--- src/rtl/flag_ctrl.sv ---
// CPU status register {N,Z,O,C}: merges ALU and flag-instruction writes, and moves
// the flags to and from memory for interrupt save/restore over a req/ack handshake.
module flag_ctrl #(
  parameter int unsigned MEM_W   = 8,
  parameter int unsigned TIMEOUT = 15
) (
  input  logic             clk,
  input  logic             reset,
  input  logic             alu_valid,
  input  logic [3:0]       alu_flags,
  input  logic [3:0]       alu_mask,
  input  logic             op_valid,
  input  logic [3:0]       operator,
  input  logic             save_req,
  input  logic             restore_req,
  output logic             mem_req,
  output logic             mem_we,
  output logic [MEM_W-1:0] mem_wdata,
  input  logic [MEM_W-1:0] mem_rdata,
  input  logic             mem_ack,
  output logic [3:0]       flags,
  output logic             busy,
  output logic             done,
  output logic             err
);

  localparam int unsigned TIMER_W = 8;

  localparam logic [1:0] ST_IDLE    = 2'd0;
  localparam logic [1:0] ST_SAVE    = 2'd1;
  localparam logic [1:0] ST_RESTORE = 2'd2;

  // Flag opcodes: bit3 marks a flag op, bit2 selects set, bits[1:0] index {N,Z,O,C}.
  localparam logic [3:0] OP_CLC = 4'h8;
  localparam logic [3:0] OP_CLO = 4'h9;
  localparam logic [3:0] OP_CLZ = 4'hA;
  localparam logic [3:0] OP_CLN = 4'hB;
  localparam logic [3:0] OP_STC = 4'hC;
  localparam logic [3:0] OP_STO = 4'hD;
  localparam logic [3:0] OP_STZ = 4'hE;
  localparam logic [3:0] OP_STN = 4'hF;

  logic [1:0]         state_q,     state_d;
  logic [3:0]         flags_q,     flags_d;
  logic [TIMER_W-1:0] timer_q,     timer_d;
  logic               mem_req_q,   mem_req_d;
  logic               mem_we_q,    mem_we_d;
  logic [MEM_W-1:0]   mem_wdata_q, mem_wdata_d;
  logic               busy_q,      busy_d;
  logic               done_q,      done_d;
  logic               err_q,       err_d;

  logic [3:0]         wr_flags_c;
  logic               flag_op_c;
  logic [MEM_W-5:0]   unused_rdata_c;

  assign unused_rdata_c = mem_rdata[MEM_W-1:4];

  always_comb begin
    flag_op_c = 1'b0;
    case (operator)
      OP_CLC, OP_CLO, OP_CLZ, OP_CLN,
      OP_STC, OP_STO, OP_STZ, OP_STN: flag_op_c = 1'b1;
      default:                        flag_op_c = 1'b0;
    endcase
  end

  // ALU merge first, then the flag instruction overrides its single bit.
  always_comb begin
    wr_flags_c = flags_q;
    if (alu_valid) begin
      wr_flags_c = (flags_q & ~alu_mask) | (alu_flags & alu_mask);
    end
    if (op_valid && flag_op_c) begin
      wr_flags_c[operator[1:0]] = operator[2];
    end
  end

  always_comb begin
    state_d     = state_q;
    flags_d     = flags_q;
    timer_d     = timer_q;
    mem_req_d   = mem_req_q;
    mem_we_d    = mem_we_q;
    mem_wdata_d = mem_wdata_q;
    busy_d      = busy_q;
    done_d      = 1'b0;
    err_d       = 1'b0;

    case (state_q)
      ST_IDLE: begin
        if (restore_req) begin
          state_d   = ST_RESTORE;
          mem_req_d = 1'b1;
          mem_we_d  = 1'b0;
          busy_d    = 1'b1;
          timer_d   = '0;
        end else begin
          flags_d = wr_flags_c;
          if (save_req) begin
            state_d     = ST_SAVE;
            mem_req_d   = 1'b1;
            mem_we_d    = 1'b1;
            mem_wdata_d = MEM_W'(wr_flags_c);
            busy_d      = 1'b1;
            timer_d     = '0;
          end
        end
      end

      ST_SAVE, ST_RESTORE: begin
        if (mem_ack) begin
          state_d   = ST_IDLE;
          mem_req_d = 1'b0;
          busy_d    = 1'b0;
          done_d    = 1'b1;
          timer_d   = '0;
          if (state_q == ST_RESTORE) begin
            flags_d = mem_rdata[3:0];
          end
        end else if (timer_q == TIMER_W'(TIMEOUT - 1)) begin
          state_d   = ST_IDLE;
          mem_req_d = 1'b0;
          busy_d    = 1'b0;
          err_d     = 1'b1;
          timer_d   = '0;
        end else begin
          timer_d = timer_q + TIMER_W'(1);
        end
      end

      default: begin
        state_d   = ST_IDLE;
        mem_req_d = 1'b0;
        busy_d    = 1'b0;
        timer_d   = '0;
      end
    endcase
  end

  always_ff @(posedge clk) begin
    if (reset) begin
      state_q     <= ST_IDLE;
      flags_q     <= '0;
      timer_q     <= '0;
      mem_req_q   <= 1'b0;
      mem_we_q    <= 1'b0;
      mem_wdata_q <= '0;
      busy_q      <= 1'b0;
      done_q      <= 1'b0;
      err_q       <= 1'b0;
    end else begin
      state_q     <= state_d;
      flags_q     <= flags_d;
      timer_q     <= timer_d;
      mem_req_q   <= mem_req_d;
      mem_we_q    <= mem_we_d;
      mem_wdata_q <= mem_wdata_d;
      busy_q      <= busy_d;
      done_q      <= done_d;
      err_q       <= err_d;
    end
  end

  assign mem_req   = mem_req_q;
  assign mem_we    = mem_we_q;
  assign mem_wdata = mem_wdata_q;
  assign flags     = flags_q;
  assign busy      = busy_q;
  assign done      = done_q;
  assign err       = err_q;

endmodule
--- config.mk ---
export PLATFORM = sky130hd
export DESIGN_NAME = flag_ctrl
export DESIGN_NICKNAME = d
export VERILOG_FILES = /design/src/rtl/flag_ctrl.sv
export SDC_FILE = /design/constraint.sdc
export NUM_CORES = 1
export LEC_CHECK = 0
export BUFFER_PORTS_ARGS = -buffer_cell sky130_fd_sc_hd__buf_2
export CAP_MARGIN = 20
export CORE_MARGIN = 1.5
export CORE_UTILIZATION = 25
export DETAILED_ROUTE_END_ITERATION = 12
export SLEW_MARGIN = 40
export SYNTH_ARGS = -nofsm -noshare
export SYNTH_HDL_FRONTEND = slang
export SYNTH_SLANG_ARGS = --single-unit
--- constraint.sdc ---
create_clock -name clk -period 2 [get_ports clk]
set_clock_uncertainty 0.15 [all_clocks]
set_input_delay 0.4 -clock clk [delete_from_list [all_inputs] [get_ports clk]]
set_output_delay 0.4 -clock clk [all_outputs]
set_load 0.01 [all_outputs]
==> results.md, run 1 <==
- The routed wire length per instance is 12.0 um.
- The DRC violation count after routing is 0.
- The tree is rooted in a clkbuf_8.
- Input and output buffers added on the ports amount to 35.
- The run finished with clean final reports.
- The floorplan step defined a die boundary enclosing ~0.0052 sq mm.
- The signal on the critical path passes through inv_1, ha_2, inv_1, a311o_1, a21o_4, a211oi_2.
- The peak fanout along the critical path is 8.
- In this run the register-to-register setup slack is 0.14 ns.
- Setup repair after global routing left no endpoint under its margin.
- The achievable clock frequency is approximately 540 MHz.
- Among all flip-flop cells after synthesis, the most frequent one is dfxtp_1.
- The first detailed-routing pass ran for 4 iterations.
- The repair_antennas step left the layout with diodes totalling 0.
- The floorplan has 24 rows.
- The worst setup path category is reg -> reg.
- At the pin with the least slew margin, the transition time is 0.498 ns.
- The delay of the slowest critical-path stage is 0.37 ns.
- The post-detailed-routing wire length is roughly 2.7 mm.
- The global-route wire length before repair is between 4 and 5 mm.
- The proportion of register bits with asynchronous set or reset after synthesis is 0.
- Adding up every negative setup slack in the final design gives 0 ns.
- The max-slew headroom at the worst pin is 0.666.
- In this run, CTS created clock tree buffers numbering 3.
- The final-stage net count is 205.
- Broken down by cell family, the worst path's largest delay share belongs to compound AO/OA/AOI/OAI gates.
- The final count of hold timing violations is 0.
- The number of flops mapped to enable cells by yosys is 0.
- Clock-pin slew was measured on the worst setup and hold paths at 0.08 ns.
- Clock latency on the worst-skew pair, taken at its later pin, is around 0.26 ns.
- The total number of clock tree sinks is 22.
- The total grt overflow is 0.
- The number of antenna violations at the first check in global routing is 0.
- Dividing total power by cell area gives a power density of a little under 800 mW/mm^2.
- The highest-delay cell along the critical path is ha_2.
- The final-layout worst hold slack is roughly 0.22 ns.
- The detailed placer's ending HPWL is just over 2 mm.
- The top-level I/O count is 44.
- The area growth from synthesis to layout is 22.3%.
- The endpoint of the worst register-to-register path is timer_q[1].
- The number of vias per cell after detailed routing is between 4 and 5.
- Routability-driven placement finished with a final weighted congestion of 0.731.
- In the final layout, the multi-input gates occupy between 600 and 700 sq um.
- In this run the remaining antenna-violating nets after routing total 0.
- The die is roughly 72 um wide.
- The gate count of the mapped netlist is 138.
- The total of max-cap violations is 0.
- The total buffers and inverters traversed by the critical path is 2.
- STA classifies the critical path endpoint as a flip-flop.
- In this run the number of H-tree levels came out at 1.
- The count of synthesis-stage warnings from yosys is 0.
- The startpoint identified for the worst hold timing path is mem_ack.
- The cell area that synthesis handed to floorplanning was 0.00119 sq mm.
- The via count of the first global-routing pass was roughly 940.
- The number of storage elements in the synthesis netlist is 22.
- The data required time of the worst path is between 2 and 2.5 ns.
- The final count of pins violating max slew is 0.
- The synthesized netlist contains 40 unique library cells.
- In this run the critical register-to-register path is launched from state_q[1].
- Dividing the final minimum period by the clock period gives 0.931.
- Counting instances, the worst hold path has a depth of 2.
- The sequential fraction of the synthesis area is 0.369.
- The most numerous cell on the critical path is inv_1.
- The library cell used most frequently in the layout, excluding fill and tap cells, is buf_2.
- The floorplan step defined a core boundary enclosing 0.00447 sq mm.
- The filler cell count is 478.
- The final period demand of the worst path is 1.86 ns.
- The count of vias placed by the detailed router is approximately 1100.
- The total global routing track utilization is 0.104.
- In this run the deepest clock path goes through 2 buffers.
- The completed layout was analyzed and its total power is 1.12 mW.
- The cell count of the worst reg-to-reg path is 6.
- In this run the static leakage power is about 0.60 nW.
- TritonCTS built the clock tree.
- The cell area after layout is 0.00146 sq mm.
- The fraction of layout cells with a size suffix above 1 is 0.318.
- The tightest min-delay check is of the in -> reg type.
- The placed cell area is roughly 0.0014 sq mm.
- The kind of launch point of the worst setup path is a flip-flop.
- VDD sags by at most roughly 0.39 mV.
- The initial utilization of the core area, before any placement, comes to 0.267.
- The average size of a mapped cell is roughly 8.7 sq um.
- The first routing iteration left 30 violations.
- The die is just over 70 um tall.
- In the layout the commonest cells are buf_2, dfxtp_1, nand3_1, nor2_1, nand2_1.
- The signal arrival time at the worst endpoint is 1.90 ns.
- Entering global routing, the biggest net connects 16 pins.
- The register area is 440 sq um.
- The final setup violation count is 0.
- The worst hold path terminates at err.
==> metal layers <==
layer | vias up | track usage | wire (um) | share of wire
met1 | 497 | 0.143 | 1290 | 0.48
met4 | 0 | 0.0252 | 12 | 0.0044
met3 | 2 | 0.0319 | 221 | 0.082
met5 | - | 0 | 0 | 0
li1 | 561 | - | - | -
met2 | 45 | 0.159 | 1180 | 0.44
==> final cells by class <==
| class | instances | area share |
|---|---|---|
| multi-input cells | 103 | 0.466 |
| clock buffers | 4 | 0.0377 |
| well taps | 52 | 0.0445 |
| inverters | 6 | 0.0154 |
| repair buffers | 38 | 0.135 |
| flip-flops and latches | 22 | 0.301 |
==> what timing repair did <==
item | in CTS | in global routing
endpoints found under the setup margin | 0 | 1
buffers inserted | 0 | 0
hold buffers | 0 | 0
resized for setup | 0 | 1
==> through the flow <==
step / setup WS [ns] / instances / util
4_1_cts: 0.113 / 225 / 0.326
6_report: 0.139 / 225 / 0.327
2_1_floorplan: 0.197 / 141 / -
5_1_grt: 0.00441 / 225 / 0.327
3_5_place_dp: 0.144 / 221 / 0.314
3_3_place_gp: 0.153 / 221 / 0.314
==> power by group <==
part	leakage, nW	internal (mW)	total, mW	switching [mW]
Clock	0.0288	0.175	0.318	0.143
Sequential	0.179	0.474	0.499	0.0243
Combinational	0.388	0.144	0.307	0.163
Total	0.597	0.794	1.12	0.330
==> cells by family (layout without fill, tap and decap cells) <==
logic type / count (synthesis) / in the layout / synth area share
buffers and inverters: 16 / 48 / 0.0733
xor gates and xnor gates: 7 / 7 / 0.0513
AOI/OAI and AO/OA: 29 / 29 / 0.197
DFF: 22 / 22 / 0.369
other: 1 / 4 / 0.00314
adders and majority gates: 4 / 4 / 0.0419
and+or+nand+nor: 59 / 59 / 0.265
==> sequential cells by signal (all words and copies together), names as in the netlist <==
| register | cells |
|---|---|
| mem_wdata | 4 |
| done | 1 |
| flags | 4 |
| state_q | 2 |
| timer_q | 8 |
| err | 1 |
| mem_we | 1 |
| busy | 1 |
==> Yosys cell counts (2+ instances only) <==
library cell	count	share of area
nor4_1	2	0.010
a21oi_1	9	0.038
ha_1	4	0.042
a311oi_1	4	0.029
o311a_1	2	0.017
nor3_1	4	0.017
nand3b_1	3	0.019
a21bo_2	4	0.034
nand4_1	2	0.010
or3_1	2	0.010
nand3_1	13	0.054
xor2_1	6	0.044
clkbuf_1	2	0.0063
o211ai_1	2	0.013
nand2_1	10	0.031
o311ai_1	2	0.015
inv_1	5	0.016
dfxtp_1	22	0.37
nor2_1	13	0.041
buf_4	7	0.044
==> worst max path at each step <==
stage | slack (ns) | start | to | cells after the start
2_1_floorplan | 0.20 | state_q[0] | timer_q[1] | 7
3_3_place_gp | 0.15 | state_q[0] | timer_q[1] | 6
3_5_place_dp | 0.14 | state_q[1] | timer_q[1] | 6
4_1_cts | 0.11 | state_q[0] | timer_q[1] | 6
5_1_grt | 0.004 | state_q[1] | timer_q[1] | 6
6_report | 0.14 | state_q[1] | timer_q[1] | 6
==> worst reg2reg max path: stages, from the launching register on <==
cell,delay (ns)
dfxtp_1,0.36
inv_1,0.05
ha_2,0.37
inv_1,0.08
a311o_1,0.33
a21o_4,0.27
a211oi_2,0.18
No activity file was read; power rests on OpenSTA's default activity.
==> inputs of run 2 (changes only) <==
--- a/config.mk
+++ b/config.mk
@@ -5,6 +5,7 @@
 export SDC_FILE = /design/constraint.sdc
 export NUM_CORES = 1
 export LEC_CHECK = 0
+export ABC_AREA = 1
 export BUFFER_PORTS_ARGS = -buffer_cell sky130_fd_sc_hd__buf_2
 export CAP_MARGIN = 20
 export CORE_MARGIN = 1.5
==> constraint.sdc (replaced) <==
create_clock -name clk -period 2 [get_ports clk]
set_clock_uncertainty 0.15 [all_clocks]
set_input_delay 0.4 -clock clk [delete_from_list [all_inputs] [get_ports clk]]
set_output_delay 0.4 -clock clk [all_outputs]
set_load 0.05 [all_outputs]
==> results.md, run 2 <==
- The flow ran to the end, and the final reports show no timing, DRC or antenna violations.
- The logic gate share of total power is 0.299 (+0.026).
- The fraction of layout cells with a size suffix above 1 is 0.234 (-0.0838).
- The clock transition at the registers of the reported paths was 0.08 ns (about the same).
- The total number of clock tree sinks came to 22 (unchanged).
- The filler cell count is 514 (+7.5%).
- The count of vias placed by the detailed router is 1181 (+6.9%).
- Yosys instantiated no cell more often than nand2_1.
- The level count of the clock H-tree is 1 (unchanged).
- The area share of the largest cell type after synthesis is 0.364 (-0.00457).
- The effective utilization at floorplan is 0.258 (-0.00919).
- In this run the clock root is driven by a clkbuf_8.
- The clock group share of total power is 0.278 (-0.005).
- The final-stage net count was 237 (+16%).
- The placed cell area is 0.00140 sq mm (-0.53%).
- STA classifies the critical path endpoint as a flip-flop.
- Setup repair after global routing left no endpoint under its margin.
- The flip-flop count of the largest register, all copies and words added was 8 (unchanged).
- The number of antenna violations at the first check in global routing was 0 (unchanged).
- The floorplan die width was 72.6 um (+0.60%).
- The share of total power in sequential cells was 0.423 (-0.021).
- The peak fanout along the critical path came to 8 (unchanged).
- The final setup violation count came to 0 (unchanged).
- STA classifies the critical path startpoint as a flip-flop.
- The number of vias per cell after detailed routing was 4.56 (-7.2%).
- The final weighted congestion of routability-driven global placement is 0.839 (+15%).
- The number of flops mapped to enable cells by yosys is 0 (unchanged).
- More flip-flops sit in one register than any other, and that register is timer_q.
- The number of rows created at floorplan is 25 (+4.2%).
- The detailed placer's ending HPWL is 2.12 mm (+4.7%).
- The via count of the first global-routing pass is 1071 (+14%).
- The first-pass iteration count of the detailed router came to 4 (unchanged).
- The total of max-cap violations was 0 (unchanged).
- The final-layout worst hold slack is 0.227 ns (+0.00679 ns).
- The count of synthesis-stage warnings from yosys is 0 (unchanged).
- The ratio of total power to cell area is 800 mW/mm^2 (+4.0%).
- Relative to the synthesized area, the layout overhead comes to 20.0%.
- The post-detailed-routing wire length is 2.65 mm (-2.0%).
- The power after layout is 1.16 mW (+3.3%).
- The achievable clock frequency is 565 MHz (+5.1%).
- The number of setup buffers added after CTS is 0 (unchanged).
- The data required time of the worst path is 2.05 ns (about the same).
- The number of buffers created by CTS is 3 (unchanged).
- In the layout the commonest cells are buf_2, nand2_1, dfxtp_1.
- The number of distinct library cells after synthesis is 24 (-40%).
- The cts-stage hold buffer count is 0 (unchanged).
- The final count of hold timing violations was 0 (unchanged).
- The global-route wire length before repair is 4.46 mm (+5.4%).
- The final total negative setup slack is 0 ns (unchanged).
- Ranked by total cell area, the synthesized netlist is headed by dfxtp_1, nand2_1, nand3_1.
- The top-level I/O count is 44 (unchanged).
- The total net switching power is 0.421 mW (+27%).
- The min-delay analysis places its worst path in the category in -> reg.
- The peak supply drop is 0.208 mV (-46%).
- The final count of pins violating max slew came to 0 (unchanged).
- TritonCTS built the clock tree.
- The sequential fraction of the synthesis area is 0.364 (-0.00457).
- The most common cell after layout, fill and taps aside is buf_2.
- The signal arrival time at the worst endpoint is 1.82 ns (-0.08 ns).
- The core region area is 0.00469 sq mm (+4.9%).
- The post-cts sizing count was 0 (unchanged).
- The internal power is 0.741 mW (-6.7%).
- By count the netlist is led by nand2_1, dfxtp_1, nand3_1.
- The routed wire length per instance is 10.2 um (-15%).
- The share of total power consumed by net switching is 0.362 (+0.0685).
- The source-to-sink clock delay at the later pin of the worst-skew pair is 0.27 ns (about the same).
- The maximum buffer depth of the clock tree is 2 (unchanged).
- The worst setup margin is 0.229 ns (+0.0899 ns).
- The cell area after layout is 0.00145 sq mm (-0.68%).
- The final clock period utilization by the worst path is 0.886 (-0.0450).
- The worst setup timing slack at the placement stage is 0.252 ns (+0.108 ns).
- The die span in y is 72.6 um (+0.60%).
- The maximum number of pins on one net before global-route repair is 13 (-3).
- The total global routing track utilization is 0.105 (+0.00148).
- The number of storage elements in the synthesis netlist is 22 (unchanged).
- The gate count of the mapped netlist is 172 (+25%).
- The final period demand of the worst path is 1.77 ns (-0.0899 ns).
- The leakage power total is 0.677 nW (+13%).
- The critical path in this run is classified as reg -> reg.
- The proportion of register bits with asynchronous set or reset after synthesis is 0 (unchanged).
- The total grt overflow was 0 (unchanged).
- The count of buffers from port buffering is 35 (unchanged).
- The DRC violation count after routing is 0 (unchanged).
- The initial DRC count came to 89 (+200%).
- The total inserted antenna cells was 0 (unchanged).
- The post-detailed-route count of antenna-violating nets is 0 (unchanged).
- The flip-flop cell with the highest count after synthesis is dfxtp_1.
- The average size of a mapped cell is 7.03 sq um (-19%).
- The area of the die was 0.00527 sq mm (+1.2%).
- The biggest area contributor in the post-synthesis netlist is dfxtp_1.
- The area of the mapped netlist is 0.00121 sq mm (+1.3%).
-- run 2: metal layers --
layer,GRT usage,vias to the layer above,routed length [um]
met5,0,-,0
met4,0.0440,0,53
met3,0.0153,5,112
met2,0.179,24,1220
met1,0.132,523,1260
li1,-,629,-
-- run 2: final timing paths --
path | end | slack [ns] | cells past startpoint | start
max | flags[2] | 0.23 | 8 | state_q[1]
min | busy | 0.23 | 2 | reset
max reg2reg | flags[2] | 0.23 | 8 | state_q[1]
min reg2reg | state_q[0] | 0.32 | 2 | state_q[0]
-- run 2: power by group through the flow --
stage | clock, mW | combinational (mW) | sequential (mW)
global placement | 0 | 0.347 | 0.501
CTS | 0.331 | 0.350 | 0.492
detailed placement | 0 | 0.349 | 0.502
finish | 0.323 | 0.347 | 0.491
global route | 0.352 | 0.382 | 0.496
floorplan | 0 | 0.189 | 0.591
-- run 2: critical path, stage by stage, from the launching register on --
cell and delay, ns:
dfxtp_1 0.35, inv_1 0.08, ha_1 0.43, inv_2 0.12
o21ai_1 0.13, nand2_1 0.13, inv_2 0.11, o21ai_0 0.07
a21oi_1 0.13
-- run 2: metrics by stage --
| stage | utilization | std cells |
|---|---|---|
| after global routing | 0.309 | 259 |
| after floorplan | - | 175 |
| after CTS | 0.309 | 259 |
| after global placement | 0.298 | 255 |
| final | 0.309 | 259 |
| after detailed placement | 0.298 | 255 |
-- run 2: kinds of logic after synthesis --
kind of cell	count (synthesis)	share of synthesized area
simple gates	84	0.323
compound gates	32	0.147
buf+inv	28	0.115
flops	22	0.364
fa+ha+maj	4	0.0414
xor+xnor	1	0.00724
other cells	1	0.00310
-- run 2: layout make-up --
class / instances / area (sq um) / share of cell area
tap: 54 / 67.6 / 0.0466
sequential: 22 / 440 / 0.303
multi-input combinational: 125 / 642 / 0.442
timing repair buffer: 35 / 175 / 0.121
inverter: 19 / 71.3 / 0.0491
clock buffer: 4 / 55.1 / 0.0379
